`config.mk`:
```
export PLATFORM = sky130hd
export DESIGN_NAME = mc_control_fsm
export DESIGN_NICKNAME = d
export VERILOG_FILES = /design/src/rtl/mc_control_fsm.sv
export SDC_FILE = /design/constraint.sdc
export NUM_CORES = 1
export LEC_CHECK = 0
export ABC_AREA = 1
export CAP_MARGIN = 20
export CORE_ASPECT_RATIO = 1.1
export CORE_UTILIZATION = 40
export CTS_BUF_LIST = sky130_fd_sc_hd__clkbuf_16
export DETAILED_ROUTE_END_ITERATION = 6
export PLACE_DENSITY_LB_ADDON = 0.05
export REMOVE_ABC_BUFFERS = 1
export SLEW_MARGIN = 20
export SYNTH_ARGS = -nofsm -noshare
export SYNTH_HDL_FRONTEND = slang
export SYNTH_SLANG_ARGS = --single-unit
```
`constraint.sdc`:
```
create_clock -name clk -period 2.1 [get_ports clk]
set_input_delay 0.315 -clock clk [delete_from_list [all_inputs] [get_ports clk]]
set_output_delay 0.315 -clock clk [all_outputs]
set_load 0.01 [all_outputs]
```
`src/rtl/mc_control_fsm.sv`:
```
// Multi-cycle MIPS control sequencer: walks each instruction through fetch/decode/execute/memory/write-back
// sharing one ALU and one memory port, stalling on the memory ready handshake.
module mc_control_fsm (
  input  logic       clk,
  input  logic       rst_n,
  input  logic [5:0] OpCode,
  input  logic [5:0] Funct,
  input  logic       Zero,
  input  logic       MemReady,
  output logic       IorD,
  output logic       MemRead,
  output logic       MemWrite,
  output logic       IRWrite,
  output logic       RegDst,
  output logic       MemtoReg,
  output logic       RegWrite,
  output logic       ALUSrcA,
  output logic [1:0] ALUSrcB,
  output logic [2:0] ALUControl,
  output logic [1:0] PCSrc,
  output logic       PCEn,
  output logic       Illegal,
  output logic [3:0] State
);

  typedef enum logic [3:0] {
    FETCH   = 4'd0,
    DECODE  = 4'd1,
    MEMADR  = 4'd2,
    MEMRD   = 4'd3,
    MEMWB   = 4'd4,
    MEMWR   = 4'd5,
    EXECUTE = 4'd6,
    ALUWB   = 4'd7,
    BRANCH  = 4'd8,
    ADDIEX  = 4'd9,
    ADDIWB  = 4'd10,
    JUMP    = 4'd11
  } state_t;

  localparam logic [5:0] OP_RTYPE = 6'b000000;
  localparam logic [5:0] OP_LW    = 6'b100011;
  localparam logic [5:0] OP_SW    = 6'b101011;
  localparam logic [5:0] OP_BEQ   = 6'b000100;
  localparam logic [5:0] OP_ADDI  = 6'b001000;
  localparam logic [5:0] OP_J     = 6'b000010;

  localparam logic [2:0] ALU_ADD = 3'b010;
  localparam logic [2:0] ALU_SUB = 3'b110;

  state_t state_q, state_d;

  logic mem_read, mem_write, ir_write, reg_write, pc_en, illegal;

  always_ff @(posedge clk or negedge rst_n) begin
    if (!rst_n) state_q <= FETCH;
    else        state_q <= state_d;
  end

  always_comb begin
    state_d    = FETCH;
    IorD       = 1'b0;
    mem_read   = 1'b0;
    mem_write  = 1'b0;
    ir_write   = 1'b0;
    RegDst     = 1'b0;
    MemtoReg   = 1'b0;
    reg_write  = 1'b0;
    ALUSrcA    = 1'b0;
    ALUSrcB    = 2'b00;
    ALUControl = 3'b000;
    PCSrc      = 2'b00;
    pc_en      = 1'b0;
    illegal    = 1'b0;
    unique case (state_q)
      FETCH: begin
        mem_read   = 1'b1;
        ALUSrcB    = 2'b01;
        ALUControl = ALU_ADD;
        ir_write   = MemReady;
        pc_en      = MemReady;
        state_d    = MemReady ? DECODE : FETCH;
      end
      DECODE: begin
        ALUSrcB    = 2'b11;
        ALUControl = ALU_ADD;
        case (OpCode)
          OP_LW, OP_SW: state_d = MEMADR;
          OP_RTYPE:     state_d = EXECUTE;
          OP_BEQ:       state_d = BRANCH;
          OP_ADDI:      state_d = ADDIEX;
          OP_J:         state_d = JUMP;
          default: begin
            state_d = FETCH;
            illegal = 1'b1;
          end
        endcase
      end
      MEMADR: begin
        ALUSrcA    = 1'b1;
        ALUSrcB    = 2'b10;
        ALUControl = ALU_ADD;
        state_d    = (OpCode == OP_LW) ? MEMRD : MEMWR;
      end
      MEMRD: begin
        IorD     = 1'b1;
        mem_read = 1'b1;
        state_d  = MemReady ? MEMWB : MEMRD;
      end
      MEMWB: begin
        MemtoReg  = 1'b1;
        reg_write = 1'b1;
      end
      MEMWR: begin
        // Write strobe is held until memory accepts it.
        IorD      = 1'b1;
        mem_write = 1'b1;
        state_d   = MemReady ? FETCH : MEMWR;
      end
      EXECUTE: begin
        ALUSrcA = 1'b1;
        state_d = ALUWB;
        case (Funct)
          6'b100000: ALUControl = 3'b010;
          6'b100010: ALUControl = 3'b110;
          6'b100100: ALUControl = 3'b000;
          6'b100101: ALUControl = 3'b001;
          6'b101010: ALUControl = 3'b111;
          default:   ALUControl = 3'b010;
        endcase
      end
      ALUWB: begin
        RegDst    = 1'b1;
        reg_write = 1'b1;
      end
      BRANCH: begin
        ALUSrcA    = 1'b1;
        ALUControl = ALU_SUB;
        PCSrc      = 2'b01;
        pc_en      = Zero;
      end
      ADDIEX: begin
        ALUSrcA    = 1'b1;
        ALUSrcB    = 2'b10;
        ALUControl = ALU_ADD;
        state_d    = ADDIWB;
      end
      ADDIWB: reg_write = 1'b1;
      JUMP: begin
        PCSrc = 2'b10;
        pc_en = 1'b1;
      end
      default: state_d = FETCH;
    endcase
  end

  // Strobes are masked during reset since FETCH would otherwise follow MemReady.
  assign MemRead  = mem_read  & rst_n;
  assign MemWrite = mem_write & rst_n;
  assign IRWrite  = ir_write  & rst_n;
  assign RegWrite = reg_write & rst_n;
  assign PCEn     = pc_en     & rst_n;
  assign Illegal  = illegal   & rst_n;
  assign State    = state_q;

endmodule

```
Word level (Yosys, flattened, before mapping)

Index checks and enable logic that the tools add are counted.
Widths: inputs -> output; s select.

Register bits after elaboration: 4
Input port bits: 16
Output and inout bits: 21
Word-level logic and storage cells: 58

Eq/ne operators: 20
Multiplexer cells: 21
Bitwise logic cells: 6
Reductions and logical operators: 10

Operator list:

| kind               | number |
|---|---|
| $eq 6x6->1 const B | 6 |
| $pmux 4 s7         | 1 |
| $pmux 4 s5         | 1 |
| $eq 4x3->1 const B | 4 |
| $eq 4x4->1 const B | 4 |
| $pmux 3 s4         | 1 |
| $mux 1             | 11 |
| $mux 3             | 3 |
| $pmux 3 s3         | 1 |
| $eq 4x2->1 const B | 2 |
| $reduce_or 2->1    | 4 |
| $reduce_or 4->1    | 2 |
| $and 1x1->1        | 6 |
| $eq 6x2->1 const B | 1 |
| $eq 6x3->1 const B | 1 |
| $eq 6x4->1 const B | 1 |
| $logic_not 6->1    | 1 |
| $pmux 2 s3         | 1 |
| $reduce_or 6->1    | 1 |
| $eq 4x1->1 const B | 1 |
| $logic_not 4->1    | 1 |
| $pmux 2 s2         | 1 |
| $pmux 1 s3         | 1 |
| $reduce_or 3->1    | 1 |

Depth between registers and ports, before layout

Gate-level depths: netlist (run 1).

Word-level depth: 5
Gate-level depth with buffers: 7
Mapped depth without buffers: 7

Worst setup path before layout (run 1)

No wires, ideal clock.

Path kind: register -> output
Start: register state_q[0], in the netlist State[0]
End: output port PCEn
Data arrival time: 1.096 ns
Required time: 1.785 ns
Setup slack: 0.689 ns
Stages on the path, launching flop included: 8
Path buffers: 0
Path through: dfrtp_1 -> nor2_2 -> inv_1 -> nor2_2 -> nand2_1 -> nand3_1 -> nand2_1 -> inv_1

Longest elaborated chain between the ends: 3
Elaborated cells between the ends (all ways): 5
Those cells by class: 2 x eq/ne; 1 x mux; 1 x bitwise; 1 x reduce/logical

Ends and longest elaborated chain:

| item                                          | line | RTL |
|---|---|---|
| start: declaration                            | 51   | `state_t state_q, state_d;` |
| start signal: assignment                      | 57   | `else state_q <= state_d;` |
| $eq 4x4->1 or $logic_not 4->1 (tied branches) | 75   | `unique case (state_q)` |
| $pmux 1 s3 *                                  | 75   |  |
| $and 1x1->1 *                                 | 162  | `assign PCEn = pc_en & rst_n;` |
| end: declaration                              | 21   | `output logic PCEn,` |

Every way passes the cells marked *; elsewhere a longest branch is shown, timed or not.

Worst setup path in the final report (run 1)

Start: register state_q[3], in the netlist State[3]
End: output port IorD

Longest elaborated chain between the ends: 3
Elaborated cells between the ends (all ways): 4
Those cells by class: 2 x eq/ne; 1 x mux; 1 x reduce/logical

Ends and longest elaborated chain:

| item                                     | line | RTL |
|---|---|---|
| $eq 4x3->1 or $eq 4x2->1 (tied branches) | 75   |  |
| $reduce_or 2->1 (no source line) *       | n/a  |  |
| $mux 1 *                                 | 75   |  |
| end: declaration                         | 10   | `output logic IorD,` |

Marked as above.

==> results.toml, run 1 <==
[cts]
path_clk_slew_ps = 30
hold_buffers = 0
numCtsBuffers = 3
clk_latency_ps = 220
clkSinkCount = 4
cts_buffer_depth = 2
cts-root-buf = "clkbuf_16"
tritoncts = "done"
h-tree-depth = 1

[global_routing]
track_usage = 0.2931
grt_max_degree = 8
antenna_found_initial = 0
grt_pass1_vias = 823
grt_pass1_wl_mm = 3.456
grt-ovfl-total = 0

[drt]
top_layer_used = "met4"
wl_per_cell_um = 12.44
routed_via_density = 5.173
ant_nets = 0
routed_wl_mm = 2.301
vias = 957
first_pass_iters = 5
wl_met2_mm = 1.298
drc = 0
first_iter_violations = 31
wl_met3_um = 146
detail_route.wirelength.met1_um = 809

[timing]
slew_viol_final = 0
max_freq_mhz = 482.5
hold_viol = 0
whs_ps = 405.1
fin_skew_ps = 1.117
relSlewSlack = 0.8376
timing.final.crit_period_ps = 2072
min_period_over_period = 0.9869
tightest_slew_ps = 241.1
setup-violations-final = 0

[setup_path]
end_kind = "output port"
cpMaxStageDelayCell = "clkdlybuf4s50_1"
cp-start-kind = "flip-flop"
cpMostUsedCell = "inv_1"
timing.reg2reg.setup_slack_ps = 830
r2r_cells = 6
crit_path_end = "IorD"
cp_max_fo = 4
path_class = "flip-flop to output port"
crit_required_ps = 1780
worstPathCellList = "inv_1 > nand2_2 > nor2_2 > inv_1 > nand2_1 > clkdlybuf4s50_1"
cp.arrival_ps = 1760
reg2reg_to = "State[0]$_DFF_PN0_"
critPathLaunch = "State[3]$_DFF_PN0_"
r2r_start = "State[1]$_DFF_PN0_"
max_stage_delay_ps = 520

[cells_and_area]
n_antenna_cell = 0
area_delta_synth_final_pct = 87.87
final_common_cell = "nand2_1"
final_nets = 187
design_area_um2 = 1182
drive_gt1_frac = 0.2012
largest_reg_flops = 4
mostFrequentLayoutCells = "nand2_1, inv_1, clkdlybuf4s50_1"

[power_and_ir_drop]
pwr-share-seq = 0.158
ir_drop_v = 0.0004329
power.switching_w = 0.0001970
power_frac_comb = 0.377
switching_share = 0.3052
p_per_area_nw_per_um2 = 545.8
internal-power_w = 0.0004484
clkPwrFrac = 0.465
p_leak_nw = 0.6921

[floorplanning]
die_w_um = 39.82
coreArea_um2 = 1419
row_count = 14
start_util = 0.4436
die_y_um = 43.60
io_pins = 37
die_area_um2 = 1736

[flow_run]
max_cap_violations = 0

[run_status]
status = "finished, final reports clean"

[synth]
ys_seq_area_frac = 0.1590
avgSynthCellArea_um2 = 5.159
synth_cell_types = 16
synth_area_leader_cell = "nand2_1"
synth_area_um2 = 629.4
ys_top_cells_by_area = "nand2_1, inv_1, dfrtp_1"
synth_warnings = 0
ys_seq_elements = 4
netlist.area_leader.share = 0.1849
netlist_instances = 122

[place]
numPortBuffers = 36
placed_area_um2 = 1055
globalplace.congestion = 0.8386
dpl.hpwl_mm = 1.496

[worst_hold_path]
hold_class = "input pin to asynchronous set/reset pin"
[cells by family (layout without fill, tap and decap cells)]
| family | Yosys count | count (layout) | share of synthesized area |
|---|---|---|---|
| DFF | 4 | 4 | 0.1591 |
| buffers and inverters | 31 | 78 | 0.1849 |
| AOI/OAI and AO/OA | 10 | 10 | 0.08350 |
| and+or+nand+nor | 77 | 77 | 0.5726 |
[per-layer routing]
| layer | global-route usage | vias up |
|---|---|---|
| li1 | - | 462 |
| met1 | 0.3003 | 432 |
| met2 | 0.5410 | 59 |
| met3 | 0.05641 | 4 |
| met4 | 0.1310 | 0 |
| met5 | 0 | - |
[layout make-up]
cell class,count,area [µm²]
Sequential cell,4,105.1
Timing Repair Buffer,44,427.9
Inverter,31,116.4
Tap cell,16,20.02
Clock buffer,3,75.07
Multi-Input combinational cell,87,437.9
Fill cell,89,236.5
[timing repair]
item	4_1_cts	5_1_grt
endpoints found under the hold margin	0	0
setup endpoints to repair	7	6
pin swaps	1	0
buffers inserted	1	1
resized for setup	13	8
[worst min-delay path by stage]
stage	from	to	cells past startpoint
after floorplan	rst_n	State[0]$_DFF_PN0_	0
after global placement	rst_n	State[0]$_DFF_PN0_	2
after detailed placement	rst_n	State[0]$_DFF_PN0_	2
after CTS	rst_n	State[1]$_DFF_PN0_	2
after global routing	rst_n	State[0]$_DFF_PN0_	2
final	rst_n	State[1]$_DFF_PN0_	2
[critical path, delay by kind of cell (launching register included)]
family / cells / cell delay [ps]
DFF: 1 / 440
buffers and inverters: 3 / 720
and+or+nand+nor: 3 / 370
[stage by stage]
step / std cells / setup TNS, ps / utilization / setup WS (ps) / power [W]
2_1_floorplan: 122 / 0 / - / 689.0 / 0.0002041
3_3_place_gp: 180 / -30.81 / 0.7434 / -29.79 / 0.0003199
3_5_place_dp: 180 / -159.5 / 0.7434 / -134.3 / 0.0003244
4_1_cts: 184 / 0 / 0.8104 / 14.10 / 0.0006359
5_1_grt: 185 / -9.108 / 0.8333 / -9.108 / 0.0006751
6_report: 185 / 0 / 0.8333 / 27.61 / 0.0006454
[power by group through the flow]
stage / sequential, W / clock (W) / combinational, W
4_1_cts: 0.000101 / 0.000299 / 0.000235
3_3_place_gp: 0.0000981 / 0 / 0.000222
3_5_place_dp: 0.0000988 / 0 / 0.000226
5_1_grt: 0.000103 / 0.000311 / 0.000261
6_report: 0.000102 / 0.000300 / 0.000243
2_1_floorplan: 0.000101 / 0 / 0.000103
[Yosys cell counts]
library cell and count:
a211oi_1 1, a21oi_1 1, dfrtp_1 4, inv_1 28
inv_2 3, nand2_1 31, nand2_2 3, nand2_4 1
nand3_1 12, nand4_1 3, nor2_1 17, nor2_2 7
nor2_4 2, nor3_1 1, o21ai_0 6, o21ai_1 2
Note: power is estimated with default switching activity, not from simulation.
==> inputs of run 2 (changes only) <==
- CORE_MARGIN: unset -> 1
==> results of run 2 <==
No change in the layout: final DEF, timing and power equal those of run 1.
==> inputs of run 3 (changes only) <==
- MAX_ROUTING_LAYER: unset -> met4
==> results of run 3 <==
No change in the layout: final DEF, timing and power equal those of run 1.
Among the figures that moved: final weighted congestion in routability-driven placement 0.8386 -> 0.8516; overall routing resource usage 0.2931 -> 0.3017
